$ cat config.mk
export PLATFORM = sky130hd
export DESIGN_NAME = systolic_matmul_engine
export DESIGN_NICKNAME = d
export VERILOG_FILES = /design/src/rtl/systolic_matmul_engine.sv
export SDC_FILE = /design/constraint.sdc
export NUM_CORES = 2
export LEC_CHECK = 0
export ABC_CLOCK_PERIOD_IN_PS = 11800
export BUFFER_PORTS_ARGS = -buffer_cell sky130_fd_sc_hd__clkbuf_2
export CELL_PAD_IN_SITES_DETAIL_PLACEMENT = 2
export CELL_PAD_IN_SITES_GLOBAL_PLACEMENT = 2
export CORE_AREA = 5 5 671 474
export DETAILED_ROUTE_END_ITERATION = 8
export DIE_AREA = 0 0 676 479
export HOLD_SLACK_MARGIN = 0.03
export PLACE_DENSITY_LB_ADDON = 0.08
export SLEW_MARGIN = 20
export SYNTH_ARGS = -nofsm -noshare
export SYNTH_HDL_FRONTEND = slang
export SYNTH_SLANG_ARGS = --single-unit
$ cat constraint.sdc
create_clock -name clk -period 11.8 [get_ports clk]
set_clock_uncertainty 0.05 [all_clocks]
set_input_delay 2.36 -clock clk [delete_from_list [all_inputs] [get_ports clk]]
set_output_delay 2.36 -clock clk [all_outputs]
set_load 0.005 [all_outputs]
$ cat src/rtl/systolic_matmul_engine.sv
// rtl/systolic_matmul_engine.sv - output-stationary ROWS x COLS systolic matrix multiply engine
module systolic_matmul_engine #(
  parameter int ROWS       = 4,
  parameter int COLS       = 4,
  parameter int DATA_WIDTH = 8,
  parameter int ACC_WIDTH  = 32,
  parameter int MAX_K      = 256,
  localparam int KW        = $clog2(MAX_K + 1)
) (
  input  logic                                       clk,
  input  logic                                       rst,
  input  logic                                       start,
  input  logic                                       acc_clear,
  input  logic [KW-1:0]                              k_len,
  input  logic                                       in_valid,
  output logic                                       in_ready,
  input  logic [ROWS-1:0][DATA_WIDTH-1:0]            a_col,
  input  logic [COLS-1:0][DATA_WIDTH-1:0]            b_row,
  output logic                                       busy,
  output logic                                       done,
  output logic [ROWS-1:0][COLS-1:0][ACC_WIDTH-1:0]   acc_out
);

  // Drain length: the far corner PE sees the last beat ROWS+COLS-2 steps after it enters.
  localparam int FLUSH_CYC = ROWS + COLS - 2;
  localparam int FW        = $clog2(ROWS + COLS);
  localparam logic [KW-1:0] K_MAX      = KW'(MAX_K);
  localparam logic [FW-1:0] FLUSH_LAST = FW'(FLUSH_CYC - 1);

  typedef enum logic [1:0] {IDLE, LOAD, FLUSH, DONE} state_t;

  state_t          state_q, state_d;
  logic [KW-1:0]   k_len_q;
  logic [KW-1:0]   beat_cnt_q;
  logic [FW-1:0]   flush_cnt_q;
  logic [KW-1:0]   k_eff;
  logic            launch;
  logic            step;
  logic            flushing;

  logic [DATA_WIDTH-1:0] a_edge   [ROWS];
  logic [DATA_WIDTH-1:0] b_edge   [COLS];
  logic [DATA_WIDTH-1:0] a_skew_q [ROWS][ROWS];
  logic [DATA_WIDTH-1:0] b_skew_q [COLS][COLS];
  logic [DATA_WIDTH-1:0] a_in     [ROWS][COLS];
  logic [DATA_WIDTH-1:0] b_in     [ROWS][COLS];
  logic [DATA_WIDTH-1:0] a_q      [ROWS][COLS];
  logic [DATA_WIDTH-1:0] b_q      [ROWS][COLS];
  logic [ACC_WIDTH-1:0]  prod     [ROWS][COLS];
  logic [ACC_WIDTH-1:0]  acc_q    [ROWS][COLS];

  assign k_eff    = (k_len > K_MAX) ? K_MAX : k_len;
  assign flushing = (state_q == FLUSH);

  // Controller: next state, handshake and array-advance decisions.
  always_comb begin
    state_d  = state_q;
    in_ready = 1'b0;
    busy     = (state_q != IDLE);
    done     = 1'b0;
    step     = 1'b0;
    launch   = 1'b0;
    case (state_q)
      IDLE: begin
        if (start) begin
          launch  = 1'b1;
          state_d = (k_eff == '0) ? DONE : LOAD;
        end
      end
      LOAD: begin
        in_ready = 1'b1;
        if (in_valid) begin
          step = 1'b1;
          if (beat_cnt_q + KW'(1) == k_len_q) begin
            state_d = (FLUSH_CYC == 0) ? DONE : FLUSH;
          end
        end
      end
      FLUSH: begin
        step = 1'b1;
        if (flush_cnt_q == FLUSH_LAST) begin
          state_d = DONE;
        end
      end
      DONE: begin
        done    = 1'b1;
        state_d = IDLE;
      end
      default: state_d = IDLE;
    endcase
  end

  // Controller registers: state, latched run length, beat and drain counters.
  always_ff @(posedge clk) begin
    if (rst) begin
      state_q     <= IDLE;
      k_len_q     <= '0;
      beat_cnt_q  <= '0;
      flush_cnt_q <= '0;
    end else begin
      state_q <= state_d;
      if (launch) begin
        k_len_q     <= k_eff;
        beat_cnt_q  <= '0;
        flush_cnt_q <= '0;
      end else begin
        if (step && state_q == LOAD) begin
          beat_cnt_q <= beat_cnt_q + KW'(1);
        end
        if (flushing) begin
          flush_cnt_q <= flush_cnt_q + FW'(1);
        end
      end
    end
  end

  // Edge lanes take the operand stream while loading and zeros while draining.
  for (genvar gi = 0; gi < ROWS; gi++) begin : g_a_edge
    assign a_edge[gi] = flushing ? '0 : a_col[gi];
  end
  for (genvar gj = 0; gj < COLS; gj++) begin : g_b_edge
    assign b_edge[gj] = flushing ? '0 : b_row[gj];
  end

  // PE operand routing: lane 0 direct, other edge lanes through their skew tap,
  // interior PEs from the left/upper neighbour's forwarding register.
  for (genvar gi = 0; gi < ROWS; gi++) begin : g_row
    for (genvar gj = 0; gj < COLS; gj++) begin : g_col
      if (gj == 0) begin : g_a_src_edge
        if (gi == 0) begin : g_a_direct
          assign a_in[gi][gj] = a_edge[gi];
        end else begin : g_a_skewed
          assign a_in[gi][gj] = a_skew_q[gi][gi-1];
        end
      end else begin : g_a_src_pe
        assign a_in[gi][gj] = a_q[gi][gj-1];
      end

      if (gi == 0) begin : g_b_src_edge
        if (gj == 0) begin : g_b_direct
          assign b_in[gi][gj] = b_edge[gj];
        end else begin : g_b_skewed
          assign b_in[gi][gj] = b_skew_q[gj][gj-1];
        end
      end else begin : g_b_src_pe
        assign b_in[gi][gj] = b_q[gi-1][gj];
      end

      // Both factors sign-extended to the accumulator width; the low bits of the
      // product equal the exact signed product, which always fits.
      assign prod[gi][gj] =
        {{(ACC_WIDTH-DATA_WIDTH){a_in[gi][gj][DATA_WIDTH-1]}}, a_in[gi][gj]} *
        {{(ACC_WIDTH-DATA_WIDTH){b_in[gi][gj][DATA_WIDTH-1]}}, b_in[gi][gj]};

      assign acc_out[gi][gj] = acc_q[gi][gj];
    end
  end

  // Datapath: skew shift registers, PE forwarding registers and accumulators advance only on a step.
  always_ff @(posedge clk) begin
    if (rst) begin
      for (int i = 0; i < ROWS; i++) begin
        for (int n = 0; n < ROWS; n++) a_skew_q[i][n] <= '0;
        for (int j = 0; j < COLS; j++) begin
          a_q[i][j]   <= '0;
          b_q[i][j]   <= '0;
          acc_q[i][j] <= '0;
        end
      end
      for (int j = 0; j < COLS; j++) begin
        for (int n = 0; n < COLS; n++) b_skew_q[j][n] <= '0;
      end
    end else if (launch) begin
      // A new run starts from an empty pipeline; accumulators clear only on request.
      for (int i = 0; i < ROWS; i++) begin
        for (int n = 0; n < ROWS; n++) a_skew_q[i][n] <= '0;
        for (int j = 0; j < COLS; j++) begin
          a_q[i][j] <= '0;
          b_q[i][j] <= '0;
          if (acc_clear) acc_q[i][j] <= '0;
        end
      end
      for (int j = 0; j < COLS; j++) begin
        for (int n = 0; n < COLS; n++) b_skew_q[j][n] <= '0;
      end
    end else if (step) begin
      for (int i = 0; i < ROWS; i++) begin
        for (int n = ROWS - 1; n >= 1; n--) a_skew_q[i][n] <= a_skew_q[i][n-1];
        a_skew_q[i][0] <= a_edge[i];
        for (int j = 0; j < COLS; j++) begin
          a_q[i][j]   <= a_in[i][j];
          b_q[i][j]   <= b_in[i][j];
          acc_q[i][j] <= acc_q[i][j] + prod[i][j];
        end
      end
      for (int j = 0; j < COLS; j++) begin
        for (int n = COLS - 1; n >= 1; n--) b_skew_q[j][n] <= b_skew_q[j][n-1];
        b_skew_q[j][0] <= b_edge[j];
      end
    end
  end

endmodule
==> flow_metrics.tcl <==
set metrics [dict create \
    period_needed_ns 9.14 \
    seq_area_mm2 0.0245 \
    cts.clk_slew.worst_paths_ns 0.06 \
    worst_pin_slew_ns 1.07 \
    drive_gt1_share_pct 8.67 \
    synth_edf_count 800 \
    critPathLaunchType "input pin" \
    synthMostInstantiatedCell "inv_1" \
    place.gp.congestion 0.805 \
    setup_violations 0 \
    htreeDepth 3 \
    synth_top_area_cell "edfxtp_1" \
    fill_cells 34400 \
    final_area_mm2 0.104 \
    synthesis.area_mm2 0.0927 \
    nets 12000 \
    first_pass_iters 5 \
    cts_resized 0 \
    fp.dieW_um 676 \
    syn_inst 9509 \
    rows 172 \
    ant_nets 0 \
    setup_tns_ns 0 \
    synth_cell_types 92 \
    cts_setup_buffers 0 \
    ios 593 \
    portBuffers 592 \
    cp-end-kind "flip-flop" \
    critPathMostFrequentCell "fa_1" \
    synth_warnings 0 \
    met2_usage_pct 31.2 \
    met3_usage_pct 2.51 \
    grt_use_total_pct 19.5 \
    syn_nets 11500 \
    clock_latency_ns 0.78 \
    area_growth_pct 12.7 \
    maxCapViolCount 0 \
    grt_max_degree 117 \
    synth.area.top_cells "edfxtp_1 (26%), fa_1 (19%), ha_1 (13%)" \
    die_y_um 479 \
    seq_area_frac_synth_pct 26.4 \
    wirelength_mm 319 \
    grt.busiest_layer "met2" \
    synth-seq-cells 823 \
    viasPerCell 4.95 \
    grt_pass1_vias 80000 \
    maxSlewViolCount 0 \
    required_ns 12.24 \
    overflow 0 \
    multi_input_area_mm2 0.0624 \
    die-area_mm2 0.324 \
    cpPeakStageDelay_ns 0.64 \
    antenna_found_initial 19 \
    worst_slack_ns 2.66 \
    cts_max_path_buffers 3 \
    drtIter0Drc 2999 \
    max_freq_ghz 0.109 \
    rr_worst_depth 30 \
    placed_area_mm2 0.101 \
    route.detailed.drc 0 \
    synth_common_cells "inv_1 (1,398), ha_1 (970), fa_1 (896), edfxtp_1 (800), and2_1 (774)" \
    hp-class "reg -> reg" \
    slew_headroom_pct 28.9 \
    wl_per_cell_um 22.2 \
    cts_hold_buf 0 \
    start_util_pct 29.8 \
    numCtsBuffers 110 \
    coreArea_mm2 0.311 \
    cts_tree "done" \
    min_path_cells 2 \
    place_ws_ns 1.84 \
    cp.arrival_ns 9.58 \
    critical_path.max_fanout 17 \
    root_buffer "clkbuf_16" \
    synth_area_per_cell_um2 9.75 \
    synth_flop_cell "edfxtp_1" \
    finalHoldViolations 0 \
    vias 71200 \
    rsz0062_at_grt "false" \
    dp_hpwl_mm 255 \
    finalCritPeriodShare_pct 77.5 \
    clock_sinks 823 \
    crit_type "in -> reg" \
    grt_pass1_wl_mm 493 \
    synthArstFlopShare_pct 0 \
    crit_path_top_delay_cell "nor2b_1" \
    rrSetupSlack_ns 3.17 \
    yosysTopAreaCellShare_pct 25.9 \
    grt_util_met1_pct 27.7 \
    status "finished clean" \
]
==> metal layers <==
layer  part of all wire (%)  vias to the layer above
met3                    3.5                      267
met5                 0.0041                        -
met2                     45                      842
met4                    2.6                        2
li1                       -                    33500
met1                     49                    36600
==> cells by family after synthesis <==
| group | share of synthesized area, % |
|---|---|
| AND/OR/NAND/NOR | 16.2 |
| adder cells (fa/ha/maj) | 32.5 |
| AO/OA/AOI/OAI | 12.1 |
| buffers and inverters | 6.30 |
| flip-flops | 26.4 |
| XOR/XNOR | 6.24 |
| multiplexers | 0.293 |
==> placed cells by master (no fill, tap or decap), types with 41 or more instances in the layout <==
cell | Yosys | routed
nor2_1 | 656 | 654
nand4_1 | 44 | 44
nand2_1 | 459 | 456
nor3_1 | 133 | 133
a21o_1 | 274 | 274
nor2b_1 | 60 | 60
and2_1 | 774 | 773
or3_1 | 64 | 64
clkbuf_2 | 0 | 592
a31oi_1 | 72 | 72
fa_1 | 896 | 896
clkbuf_16 | 0 | 114
o21ai_0 | 303 | 303
xnor2_1 | 433 | 429
xor2_1 | 204 | 204
ha_1 | 970 | 970
nand3_1 | 133 | 133
a211oi_1 | 76 | 76
a21oi_1 | 511 | 510
o21bai_1 | 106 | 106
and3_1 | 318 | 318
buf_4 | 0 | 41
edfxtp_1 | 800 | 800
inv_1 | 1398 | 1398
nand2b_1 | 113 | 112
o21a_1 | 70 | 70
==> registers in the layout (all words and copies together) (netlist names) <==
name / count
a_q: 95
b_q: 96
k_len_q: 9
beat_cnt_q: 9
state_q: 2
acc_q: 512
a_skew_q: 49
flush_cnt_q: 3
b_skew_q: 48
==> final cells by class <==
class                      count  share of cell area, %
multi-input combinational   7131                   59.8
sequential                   823                   23.4
inverter                    1398                   5.03
tap                         4176                   5.00
timing repair buffer         639                   3.25
clock buffer                 135                   2.85
clock inverter                68                  0.603
antenna                       11                 0.0264
==> worst paths after layout <==
path	startpoint	to
worst max-delay path	b_row[4]	acc_q[0][127]
worst max register to register	state_q[0]	acc_q[0][127]
worst min-delay path	k_len_q[8]	k_len_q[8]
worst min register to register	k_len_q[8]	k_len_q[8]
==> worst max-delay path, delay by kind of cell <==
kind	cells	cell delay [ns]
buffers and inverters	5	0.56
adders and majority gates	6	2.41
and+or+nand+nor	7	1.73
AOI/OAI and AO/OA	8	2.21
xor gates and xnor gates	2	0.30
==> stage by stage <==
stage / std cells / util (%) / hold WS, ns
5_1_grt: 14400 / 33.5 / 0.481
2_1_floorplan: 9509 / - / 0.394
3_5_place_dp: 14200 / 32.4 / 0.449
4_1_cts: 14400 / 33.5 / 0.464
6_report: 14400 / 33.5 / 0.453
3_3_place_gp: 14200 / 32.4 / 0.429
Power is left out: the tool's default activity adds up to more than one toggle a clock period on the data nets, which glitch-free logic cannot reach.
